===== config.mk =====
export PLATFORM = sky130hd
export DESIGN_NAME = char_mem_writer
export DESIGN_NICKNAME = d
export VERILOG_FILES = /design/src/rtl/char_mem_writer.sv
export SDC_FILE = /design/constraint.sdc
export NUM_CORES = 1
export LEC_CHECK = 0
export ABC_AREA = 0
export CAP_MARGIN = 5
export CORE_ASPECT_RATIO = 1.1
export CORE_MARGIN = 5
export CORE_UTILIZATION = 48
export CTS_BUF_LIST = sky130_fd_sc_hd__clkbuf_16
export CTS_CLUSTER_SIZE = 14
export DETAILED_ROUTE_END_ITERATION = 10
export PLACE_DENSITY = 0.75
export SLEW_MARGIN = 20
export SYNTH_ARGS = -nofsm -noshare
export SYNTH_HDL_FRONTEND = slang
export SYNTH_SLANG_ARGS = --single-unit

===== constraint.sdc =====
create_clock -name CLOCK -period 2 [get_ports CLOCK]
set_clock_uncertainty 0.1 [all_clocks]
set_input_delay 0.2 -clock CLOCK [delete_from_list [all_inputs] [get_ports CLOCK]]
set_output_delay 0.2 -clock CLOCK [all_outputs]
set_load 0.02 [all_outputs]

===== src/rtl/char_mem_writer.sv =====
// Write side of the 8-entry character memory: captures DATA on each KEYn press, normalises it, writes sequentially.
// Latency: press sampled at edge k -> CHECK at k+SYNC_STAGES -> MEM_WE high for the cycle after k+SYNC_STAGES+1.
// No backpressure: presses during CHECK/WRITE are dropped, presses in FULL_ST are ignored until CLEAR/RESET.
//
// Ports:
//   CLOCK, RESET (async, active high), KEYn (async, active-low button), DATA (ASCII from switches),
//   CLEAR (sync clear), MEM_ADDR/MEM_DATA/MEM_WE (memory write port), FULL, ERR (sticky bad code), COUNT.
module char_mem_writer #(
    parameter int DEPTH       = 8,
    parameter int ADDR_W      = 5,
    parameter int SYNC_STAGES = 2
) (
    input  logic              CLOCK,
    input  logic              RESET,
    input  logic              KEYn,
    input  logic [7:0]        DATA,
    input  logic              CLEAR,
    output logic [ADDR_W-1:0] MEM_ADDR,
    output logic [7:0]        MEM_DATA,
    output logic              MEM_WE,
    output logic              FULL,
    output logic              ERR,
    output logic [3:0]        COUNT
);

    // One extra bit so the pointer can sit at DEPTH after the last write instead of wrapping.
    localparam int WP_W = $clog2(DEPTH + 1);

    typedef enum logic [1:0] {IDLE, CHECK, WRITE, FULL_ST} state_t;

    state_t              r_state;
    state_t              w_state_nxt;
    logic [SYNC_STAGES-1:0] r_sync;
    logic                r_sync_prev;
    logic                w_press;
    logic [7:0]          r_char;
    logic [7:0]          w_char_nxt;
    logic [7:0]          r_mem_data;
    logic [7:0]          w_mem_data_nxt;
    logic                r_err;
    logic                w_err_nxt;
    logic [WP_W-1:0]     r_wptr;
    logic [WP_W-1:0]     w_wptr_nxt;
    logic [3:0]          r_count;
    logic [3:0]          w_count_nxt;
    logic [8:0]          w_norm;     // {valid, normalised code}

    // Returns {valid, code}; mixed-case mapping follows what a 7-segment digit can show.
    function automatic logic [8:0] norm_char(input logic [7:0] c);
        logic [8:0] r;
        r = 9'd0;
        case (c)
            8'd65,  8'd97:  r = {1'b1, 8'd65};
            8'd66,  8'd98:  r = {1'b1, 8'd98};
            8'd67,  8'd99:  r = {1'b1, 8'd67};
            8'd68,  8'd100: r = {1'b1, 8'd100};
            8'd69,  8'd101: r = {1'b1, 8'd69};
            8'd70,  8'd102: r = {1'b1, 8'd70};
            8'd71,  8'd103: r = {1'b1, 8'd103};
            8'd72,  8'd104: r = {1'b1, 8'd104};
            default:        r = 9'd0;
        endcase
        return r;
    endfunction

    // Synchroniser resets to "released" so reset release never looks like a press.
    always_ff @(posedge CLOCK or posedge RESET) begin
        if (RESET) begin
            r_sync      <= '1;
            r_sync_prev <= 1'b1;
        end else begin
            r_sync      <= {r_sync[SYNC_STAGES-2:0], KEYn};
            r_sync_prev <= r_sync[SYNC_STAGES-1];
        end
    end

    // Falling edge of the synchronised key only: holding or releasing produces nothing.
    assign w_press = r_sync_prev & ~r_sync[SYNC_STAGES-1];
    assign w_norm  = norm_char(r_char);

    always_ff @(posedge CLOCK or posedge RESET) begin
        if (RESET) begin
            r_state    <= IDLE;
            r_char     <= 8'd0;
            r_mem_data <= 8'd0;
            r_err      <= 1'b0;
            r_wptr     <= '0;
            r_count    <= 4'd0;
        end else begin
            r_state    <= w_state_nxt;
            r_char     <= w_char_nxt;
            r_mem_data <= w_mem_data_nxt;
            r_err      <= w_err_nxt;
            r_wptr     <= w_wptr_nxt;
            r_count    <= w_count_nxt;
        end
    end

    always_comb begin
        w_state_nxt    = r_state;
        w_char_nxt     = r_char;
        w_mem_data_nxt = r_mem_data;
        w_err_nxt      = r_err;
        w_wptr_nxt     = r_wptr;
        w_count_nxt    = r_count;

        case (r_state)
            IDLE: begin
                if (w_press) begin
                    w_char_nxt  = DATA;
                    w_state_nxt = CHECK;
                end
            end
            CHECK: begin
                if (w_norm[8]) begin
                    w_mem_data_nxt = w_norm[7:0];
                    w_err_nxt      = 1'b0;
                    w_state_nxt    = WRITE;
                end else begin
                    w_err_nxt   = 1'b1;
                    w_state_nxt = IDLE;
                end
            end
            WRITE: begin
                w_wptr_nxt  = r_wptr + WP_W'(1);
                w_count_nxt = r_count + 4'd1;
                w_state_nxt = (w_count_nxt == 4'(DEPTH)) ? FULL_ST : IDLE;
            end
            FULL_ST: begin
                w_state_nxt = FULL_ST;
            end
            default: w_state_nxt = IDLE;
        endcase

        // Clear wins over any press or write in flight; MEM_DATA deliberately keeps its last value.
        if (CLEAR) begin
            w_state_nxt = IDLE;
            w_wptr_nxt  = '0;
            w_count_nxt = 4'd0;
            w_err_nxt   = 1'b0;
        end
    end

    assign MEM_ADDR = ADDR_W'(r_wptr);
    assign MEM_DATA = r_mem_data;
    // Gating with CLEAR aborts the write in the same cycle rather than just not counting it.
    assign MEM_WE   = (r_state == WRITE) && !CLEAR;
    assign FULL     = (r_count == 4'(DEPTH));
    assign ERR      = r_err;
    assign COUNT    = r_count;

endmodule


==> results of run 1 <==
==> repair_timing <==
item	4_1_cts	5_1_grt
hold buffers	0	0
resized for setup	0	2
endpoints found under the setup margin	0	2
==> Yosys cell counts, drive strengths merged, types with 3 or more instances <==
| master | count |
|---|---|
| dfrtp | 24 |
| o21ai | 4 |
| a21oi | 3 |
| nand2 | 10 |
| buf | 4 |
| mux2 | 7 |
| xnor2 | 3 |
| inv | 5 |
| dfstp | 3 |
| xor2 | 4 |
| nor2 | 11 |
| ha | 4 |
==> final cells by class <==
class / count / area, um^2
Fill cell: 207 / 859.6
Clock buffer: 3 / 75.07
Timing Repair Buffer: 30 / 295.3
Inverter: 5 / 18.77
Multi-Input combinational cell: 75 / 548.0
Clock inverter: 1 / 3.754
Tap cell: 31 / 38.79
Sequential cell: 27 / 680.7
==> flip-flops by register name (all words and copies together), names as in the netlist <==
register     count
r_state          2
COUNT            4
r_char           7
ERR              1
r_sync           2
MEM_DATA         6
r_wptr           4
r_sync_prev      1
==> metal layers <==
layer | up-vias | wire [um]
li1 | 428 | -
met1 | 411 | 875
met2 | 20 | 1194
met3 | 0 | 139
met4 | 0 | 0
met5 | - | 0
==> cells in the final DEF, fill, tap and decap left out, types with 2 or more instances in the layout <==
| cell | instances |
|---|---|
| clkdlybuf4s50_1 | 26 |
| dfrtp_1 | 23 |
| nor2_1 | 11 |
| nand2_1 | 10 |
| mux2_2 | 7 |
| inv_1 | 6 |
| o21ai_0 | 4 |
| xor2_1 | 4 |
| ha_1 | 4 |
| a21oi_1 | 3 |
| xnor2_1 | 3 |
| conb_1 | 3 |
| clkbuf_16 | 3 |
| buf_4 | 3 |
| dfstp_2 | 3 |
| a21o_1 | 2 |
| nand2b_1 | 2 |
| a31oi_1 | 2 |
==> per-stage QoR <==
stage / hold slack (ps) / total power, mW / instance area, um^2
detailed placement: 249.3 / 0.8793 / 1578
global placement: 247.2 / 0.8705 / 1578
global route: 243.5 / 1.362 / 1660
CTS: 206.9 / 1.313 / 1657
floorplan: 104.5 / 0.7843 / 1277
finish: 197.7 / 1.292 / 1660
==> where the power goes <==
part           internal, mW  total (mW)  switching, mW
registers             0.601       0.647         0.0459
clock network         0.267       0.426          0.159
logic                 0.118       0.219          0.101
==> kinds of logic after synthesis <==
group,Yosys count,share of synthesized area [%]
AND/OR/NAND/NOR,38,18.92
flip-flops,27,53.50
adder cells (fa/ha/maj),4,3.941
multiplexers,8,6.995
XOR/XNOR,7,4.828
other,1,0.2953
buffers and inverters,10,3.940
AO/OA/AOI/OAI,15,7.586
==> critical path, cell delays in order (launching register included) <==
cell,delay [ps]
dfrtp_2,420
nor2b_1,200
and2_1,150
clkdlybuf4s50_1,600
==> worst min-delay path by stage <==
stage | endpoint | slack [ps] | cells past startpoint
3_3_place_gp | r_sync[1] | 250 | 0
2_1_floorplan | r_sync[0] | 100 | 0
3_5_place_dp | r_sync[1] | 250 | 0
5_1_grt | COUNT[1] | 240 | 3
4_1_cts | r_char[0] | 210 | 3
6_report | r_char[3] | 200 | 3
==> impl_metrics.csv, run 1 <==
group,metric,value,unit
sta,tns,0,ps
critical_path,reg2reg_from,"COUNT[0]",
global_route,met1_usage,16.07,%
critical_path,path_class,"reg -> out",
global_route,grt.overflow.total,0,
cells_and_area,n_antenna_cell,0,
place,dp.cells,168,
critical_path,crit_path_end,"MEM_WE",
global_route,antenna_found_initial,0,
synth,yosys_warnings,0,
cells_and_area,finalNonFillerCells,172,
critical_path,cp_data_arrival_time,1630,ps
cells_and_area,nNetsFinal,158,
synth,synth-seq-area-share,53.50,%
die,ios,32,
flow_run,drv_cap,0,
routing,wl_per_cell,12.84,um
critical_path,crit_path_start_kind,"register",
sta,maxSlewViolCount,0,
sta,rsz0062_at_grt,"no",
global_route,grt_usage,13.34,%
clock_network,cts_buffers,3,
sta,hold_viol,0,
pwr,ir_drop,0.6155,mV
routing,vias,859,
global_route,grt_max_degree,28,
die,fp-row-count,19,
synth,ys_types,38,
critical_path,cp_data_required_time,1700,ps
routing,drt_wl_total,2.209,mm
clock_network,clk_path_buf_depth,2,
routing,ant_nets,0,
sta,finalSetupViolCount,0,
routing,drcViolationCount,0,
worst_hold_path,min_path_type,"in -> async",
place,place_congestion,0.7474,
sta,max-slew-margin-rel,64.66,%
die,fp.dieH,63.95,um
die,initial_core_util,50.40,%
sta,clock.fmax,519.5,MHz
die,die-area,3776,um^2
pwr,cellLeakagePower,0.7524,nW
synth,synth-edff-count,0,
clock_network,cts_tree,"built",
global_route,grt_pass1_vias,900,
synth,synth_flop_cell,"dfrtp_1",
synth,netlist.area_leader.share,47.29,%
synth,syn_area_per_cell,11.55,um^2
critical_path,regToRegSetupSlack,290,ps
global_route,grt_util_met3,2.817,%
place,port_buffers,27,
clock_network,insertion_delay,250,ps
routing,first_pass_iters,4,
pwr,p_per_area,778.3,nW/um^2
global_route,top_usage_layer,"met2",
critical_path,reg2reg_to,"r_state[1]",
cells_and_area,areaGrowthSynthToFinish,30.74,%
place,dp_hpwl,1.765,mm
routing,vias_per_cell,4.994,
critical_path,rr_worst_depth,5,
synth,async_flop_share,100.0,%
clock_network,post_cts_buffers,0,
synth,synth.ff_latch_count,27,
critical_path,crit_fanout,6,
sta,tightest_slew,527.9,ps
routing,drt_iter0_markers,21,
clock_network,htreeDepth,1,
die,die_width,59.05,um
critical_path,critPathCaptureType,"primary output",
run_status,status,"complete, no violations",
sta,layout_min_cycle_time,1925,ps
synth,yosys.area.top_type,"dfrtp_1",
synth,yosys-top-cells-area,"dfrtp_1 47%, dfstp_2 6.2%, mux2_2 6.2%",
synth,syn-cell-area,1270,um^2
clock_network,clock_sinks,27,
synth,synthCells,110,
cells_and_area,finish.utilization,65.89,%
die,coreArea,2520,um^2
sta,period_share,96.25,%
place,preCtsSetupSlack,270.7,ps
global_route,grt_pass1_wl,3.981,mm
clock_network,cts_root_buf,"clkbuf_16",
cells_and_area,final_layout_size_suffix_gt1_share,15.60,%
sta,worst_slack,74.99,ps
clock_network,clk_pin_slew,60,ps
critical_path,crit_path_start,"r_state[1]",
global_route,grtUsageMet2,24.59,%
(Power assumes the default switching activity.)
==> inputs of run 2 (changes only) <==
CORE_UTILIZATION = 55   (was 48)
DONT_BUFFER_PORTS = 1   (was not set)
PLACE_DENSITY = 0.67   (was 0.75)
==> run 2 against run 1 <==
Effect of this change: critical path depth unchanged; non-clock buffer count down 15; clock power grew 4%; setup slack gained 290 ps; final cell count fell by 9.3%; die area fell by 11%; register-to-register slack gained 110 ps; power decreased by 2.7%; via count is 5.7% lower; worst hold slack gained 9.3 ps; critical path type unchanged; largest power group unchanged; highest routed layer is now met4.
==> impl_metrics.csv, run 2 (same netlist as run 1, synthesis figures left out) <==
group,metric,value,unit
die,fp-row-count,18,
routing,first_pass_iters,4,
global_route,grt_pass1_wl,3.781,mm
clock_network,clk_pin_slew,70,ps
pwr,cellLeakagePower,0.6904,nW
clock_network,clock_sinks,27,
pwr,switching_share,25.05,%
clock_network,cts_buffers,3,
global_route,grt.overflow.total,0,
pwr,p_per_area,838.2,nW/um^2
sta,rsz0062_at_grt,"no",
global_route,met1_usage,16.03,%
pwr,comb_power_share,10.6,%
pwr,power_frac_seq,54.1,%
cells_and_area,final_common_cell,"dfrtp_1",
routing,drcViolationCount,0,
critical_path,slowest_delay,460,ps
routing,drt_iter0_markers,12,
die,die-area,3371,um^2
critical_path,cp_data_required_time,1700,ps
die,fp.dieH,60.40,um
sta,whs,207.0,ps
sta,hold_viol,0,
cells_and_area,largest_register_ffs,7,
clock_network,insertion_delay,260,ps
global_route,antenna_found_initial,0,
die,initial_core_util,56.96,%
routing,ant_nets,0,
place,dp_hpwl,1.640,mm
critical_path,rr_worst_depth,2,
die,coreArea,2230,um^2
sta,max-slew-margin-rel,64.71,%
sta,tns,0,ps
routing,wl_per_cell,13.88,um
die,die_width,55.82,um
critical_path,path_class,"reg -> out",
critical_path,crit_cells,3,
routing,vias,810,
critical_path,crit_fanout,10,
clock_network,clk_path_buf_depth,2,
place,place_congestion,0.7659,
cells_and_area,areaGrowthSynthToFinish,18.13,%
clock_network,cts_root_buf,"clkbuf_16",
sta,clock.fmax,612.4,MHz
clock_network,htreeDepth,1,
sta,maxSlewViolCount,0,
run_status,status,"complete, no violations",
routing,vias_per_cell,5.192,
sta,layout_min_cycle_time,1633,ps
sta,period_share,81.65,%
cells_and_area,nNetsFinal,143,
sta,tightest_slew,527.2,ps
die,ios,32,
critical_path,crit_family,"flip-flops",
global_route,grt_pass1_vias,855,
cells_and_area,n_antenna_cell,0,
global_route,grtUsageMet2,27.36,%
global_route,grt_util_met3,3.830,%
critical_path,critPathCaptureType,"primary output",
pwr,p_sw,0.3150,mW
critical_path,slowest_stage,"dfrtp_1",
cells_and_area,top_register,"r_char",
clock_network,cts_tree,"built",
global_route,grt_usage,14.60,%
sta,finalSetupViolCount,0,
pwr,internal-power,0.9424,mW
cells_and_area,final_layout_size_suffix_gt1_share,18.25,%
flow_run,drv_cap,0,
pwr,ir_drop,0.6994,mV
clock_network,post_cts_buffers,0,
global_route,grt_max_degree,15,
pwr,p_clk_share,35.3,%
global_route,top_usage_layer,"met2",
cells_and_area,layout_common_cells,"24 x dfrtp_1, 11 x nor2_1, 10 x nand2_1, 10 x dlygate4sd3_1, 7 x mux2_2",
critical_path,path_buf_inv,1,
critical_path,cp_cell_sequence,"nor2b_1, buf_4, and2_1",
worst_hold_path,min_path_type,"in -> async",
critical_path,cp_data_arrival_time,1330,ps
place,port_buffers,0,
routing,drt_wl_total,2.165,mm
critical_path,crit_path_start_kind,"register",
run 2: power by group through the flow:
| stage | Sequential (mW) | Combinational, mW | Clock (mW) |
|---|---|---|---|
| floorplan | 0.677 | 0.107 | 0 |
| global route | 0.689 | 0.150 | 0.485 |
| global placement | 0.690 | 0.113 | 0 |
| detailed placement | 0.693 | 0.118 | 0 |
| CTS | 0.683 | 0.136 | 0.462 |
| finish | 0.680 | 0.134 | 0.443 |
run 2: area by class of cell:
type / instances / area, um^2
Fill cell: 193 / 729.5
Sequential cell: 27 / 679.4
Multi-Input combinational cell: 75 / 548.0
Timing Repair Buffer: 15 / 137.6
Clock buffer: 3 / 75.07
Tap cell: 30 / 37.54
Inverter: 5 / 18.77
Clock inverter: 1 / 3.754
run 2: path summary, 6_finish.rpt:
check | from | end | slack (ps)
hold reg to reg | r_sync[0] | r_sync[1] | 260
setup / recovery | r_state[1] | MEM_WE | 370
min in group CLOCK | r_sync[0] | r_sync[1] | 260
hold / removal | RESET | r_wptr[0] | 210
max in group asynchronous | RESET | r_sync_prev | 1080
setup reg to reg | r_state[1] | r_char[4] | 400
run 2: per-layer routing:
metal / wire (um) / vias up
met2: 1089 / 24
met1: 882 / 385
met4: 35 / 0
met3: 158 / 2
met5: 0 / -
li1: - / 399
run 2: what timing repair did:
item,CTS,global route
hold endpoints to repair,43,0
gates resized for setup,0,0
hold buffers,10,0
run 2: worst register-to-register path: stages (launching register included):
cell and delay [ps]:
dfrtp_1 450, nor4b_4 540, mux2_2 390
run 2: metrics by stage:
stage	total power, mW	setup slack [ps]	instance area (um^2)	util [%]	std cells
3_3_place_gp	0.8034	416.8	1321	59.26	142
6_report	1.257	367.1	1500	67.28	156
5_1_grt	1.324	293.1	1500	67.28	156
3_5_place_dp	0.8110	387.7	1321	59.26	142
2_1_floorplan	0.7843	378.6	1277	-	112
4_1_cts	1.281	357.5	1500	67.28	156
==> inputs of run 3 (changes only) <==
clock period = 1.55 ns   (was 2 ns; I/O delays follow)
==> run 3 against run 2 <==
Effect of this change: highest routed layer unchanged; critical path type unchanged; clock power rose by 32%; the flow now finishes with violations (setup timing); register-to-register slack got worse by 380 ps; combinational power rose by 57%; non-clock buffer count rose by 7; die area did not move.
==> impl_metrics.csv, run 3 (same netlist as run 1, synthesis figures left out) <==
group,metric,value,unit
die,coreArea,2230,um^2
die,die-area,3371,um^2
cells_and_area,final_layout_size_suffix_gt1_share,36.57,%
cells_and_area,top_register,"r_char",
cells_and_area,layout_common_cells,"19 x dfrtp_1, 11 x nor2_1, 10 x buf_4",
critical_path,crit_family,"flip-flops",
clock_network,cts_buffers,3,
sta,clock.fmax,634.0,MHz
routing,drt_iter0_markers,10,
critical_path,rr_worst_depth,4,
cells_and_area,final_common_cell,"dfrtp_1",
flow_run,drv_cap,0,
global_route,grt.overflow.total,0,
run_status,violations,"setup timing",
routing,ant_nets,0,
sta,hold_viol,0,
routing,vias_per_cell,5.396,
cells_and_area,largest_register_ffs,7,
pwr,p_per_area,1023,nW/um^2
place,dp_hpwl,1.681,mm
global_route,antenna_found_initial,0,
routing,drt_wl_total,2.624,mm
cells_and_area,n_antenna_cell,0,
pwr,cellLeakagePower,0.7381,nW
sta,whs,256.5,ps
sta,worst_slack,-27.27,ps
cells_and_area,final_cell_area,1653,um^2
global_route,grt_max_degree,28,
die,die_width,55.82,um
critical_path,cp_data_required_time,1290,ps
sta,finalSetupViolCount,1,
clock_network,cts_tree,"built",
die,fp.dieH,60.40,um
critical_path,path_buf_inv,3,
cells_and_area,nNetsFinal,151,
critical_path,reg2reg_from,"r_char[0]",
worst_hold_path,min_path_type,"reg -> reg",
place,preCtsSetupSlack,47.24,ps
critical_path,crit_path_start_kind,"register",
sta,period_share,101.8,%
die,initial_core_util,56.96,%
critical_path,slowest_delay,410,ps
global_route,grt_pass1_vias,858,
clock_network,insertion_delay,260,ps
global_route,grt_usage,15.75,%
die,ios,32,
critical_path,crit_fanout,4,
worst_hold_path,whs_endpoint,"r_sync[1]",
clock_network,clk_path_buf_depth,2,
critical_path,path_class,"reg -> out",
cells_and_area,areaGrowthSynthToFinish,30.15,%
place,place_congestion,0.7611,
place,place_area,1371,um^2
cells_and_area,finalNonFillerCells,164,
run_status,status,"finished, violations left",
routing,wl_per_cell,16.00,um
critical_path,regToRegSetupSlack,20,ps
routing,drcViolationCount,0,
die,fp-row-count,18,
clock_network,htreeDepth,1,
clock_network,clock_sinks,27,
routing,first_pass_iters,4,
clock_network,clk_pin_slew,70,ps
global_route,grt_pass1_wl,3.967,mm
critical_path,slowest_stage,"dfrtp_2",
critical_path,reg2reg_to,"MEM_DATA[0]",
routing,vias,885,
sta,layout_min_cycle_time,1577,ps
sta,maxSlewViolCount,0,
worst_hold_path,hold_path_depth,0,
clock_network,cts_root_buf,"clkbuf_16",
sta,tns,-27.27,ps
place,dp.cells,148,
place,port_buffers,0,
critical_path,cp_cell_sequence,"buf_6, buf_8, inv_4, ha_4, and3b_2",
sta,rsz0062_at_grt,"yes",
critical_path,cp_data_arrival_time,1320,ps
pwr,ir_drop,0.9243,mV
critical_path,critPathCaptureType,"primary output",
worst_hold_path,hp-start,"r_sync[0]",
## run 3: per-layer routing
| layer | GRT usage (%) | wire [um] | vias up | share of wire, % |
|---|---|---|---|---|
| met5 | 0 | 0 | - | 0 |
| met4 | 7.119 | 66 | 0 | 2.5 |
| met3 | 4.468 | 145 | 7 | 5.5 |
| met2 | 29.39 | 1377 | 27 | 52 |
| met1 | 16.94 | 1034 | 434 | 39 |
| li1 | - | - | 417 | - |
## run 3: power breakdown
group / total [mW] / leakage (nW) / switching (mW) / internal [mW]
clock: 0.586 / 0.0409 / 0.238 / 0.348
sequential: 0.894 / 0.341 / 0.117 / 0.777
combinational: 0.211 / 0.357 / 0.0965 / 0.114
## run 3: area by class of cell
class | instances | area [um^2]
timing repair buffer | 22 | 203.9
clock buffer | 3 | 75.07
sequential | 27 | 685.7
multi-input combinational | 76 | 624.3
tap | 30 | 37.54
clock inverter | 1 | 5.005
fill | 139 | 576.8
inverter | 5 | 21.27
## run 3: worst max path at each step
stage	slack, ps	depth (start not counted)	endpoint	startpoint
global placement	70	5	r_state[0]	COUNT[0]
global route	-60	5	FULL	COUNT[0]
CTS	-20	5	FULL	COUNT[0]
detailed placement	50	3	MEM_DATA[3]	r_char[4]
finish	-30	5	FULL	COUNT[0]
floorplan	30	5	r_state[0]	COUNT[0]
## run 3: per-stage QoR
step / total power, mW / utilization (%)
5_1_grt: 1.767 / 74.13
2_1_floorplan: 1.012 / -
4_1_cts: 1.666 / 71.27
3_3_place_gp: 1.048 / 61.50
6_report: 1.690 / 74.13
3_5_place_dp: 1.057 / 61.50
## run 3: repair_timing
action / 4_1_cts / 5_1_grt
hold buffers: 10 / 0
resized for setup: 11 / 15
endpoints found under the hold margin: 43 / 0
pin swaps: 1 / 2
setup buffers: 0 / 1
gates cloned: 0 / 1
setup endpoints to repair: 2 / 9
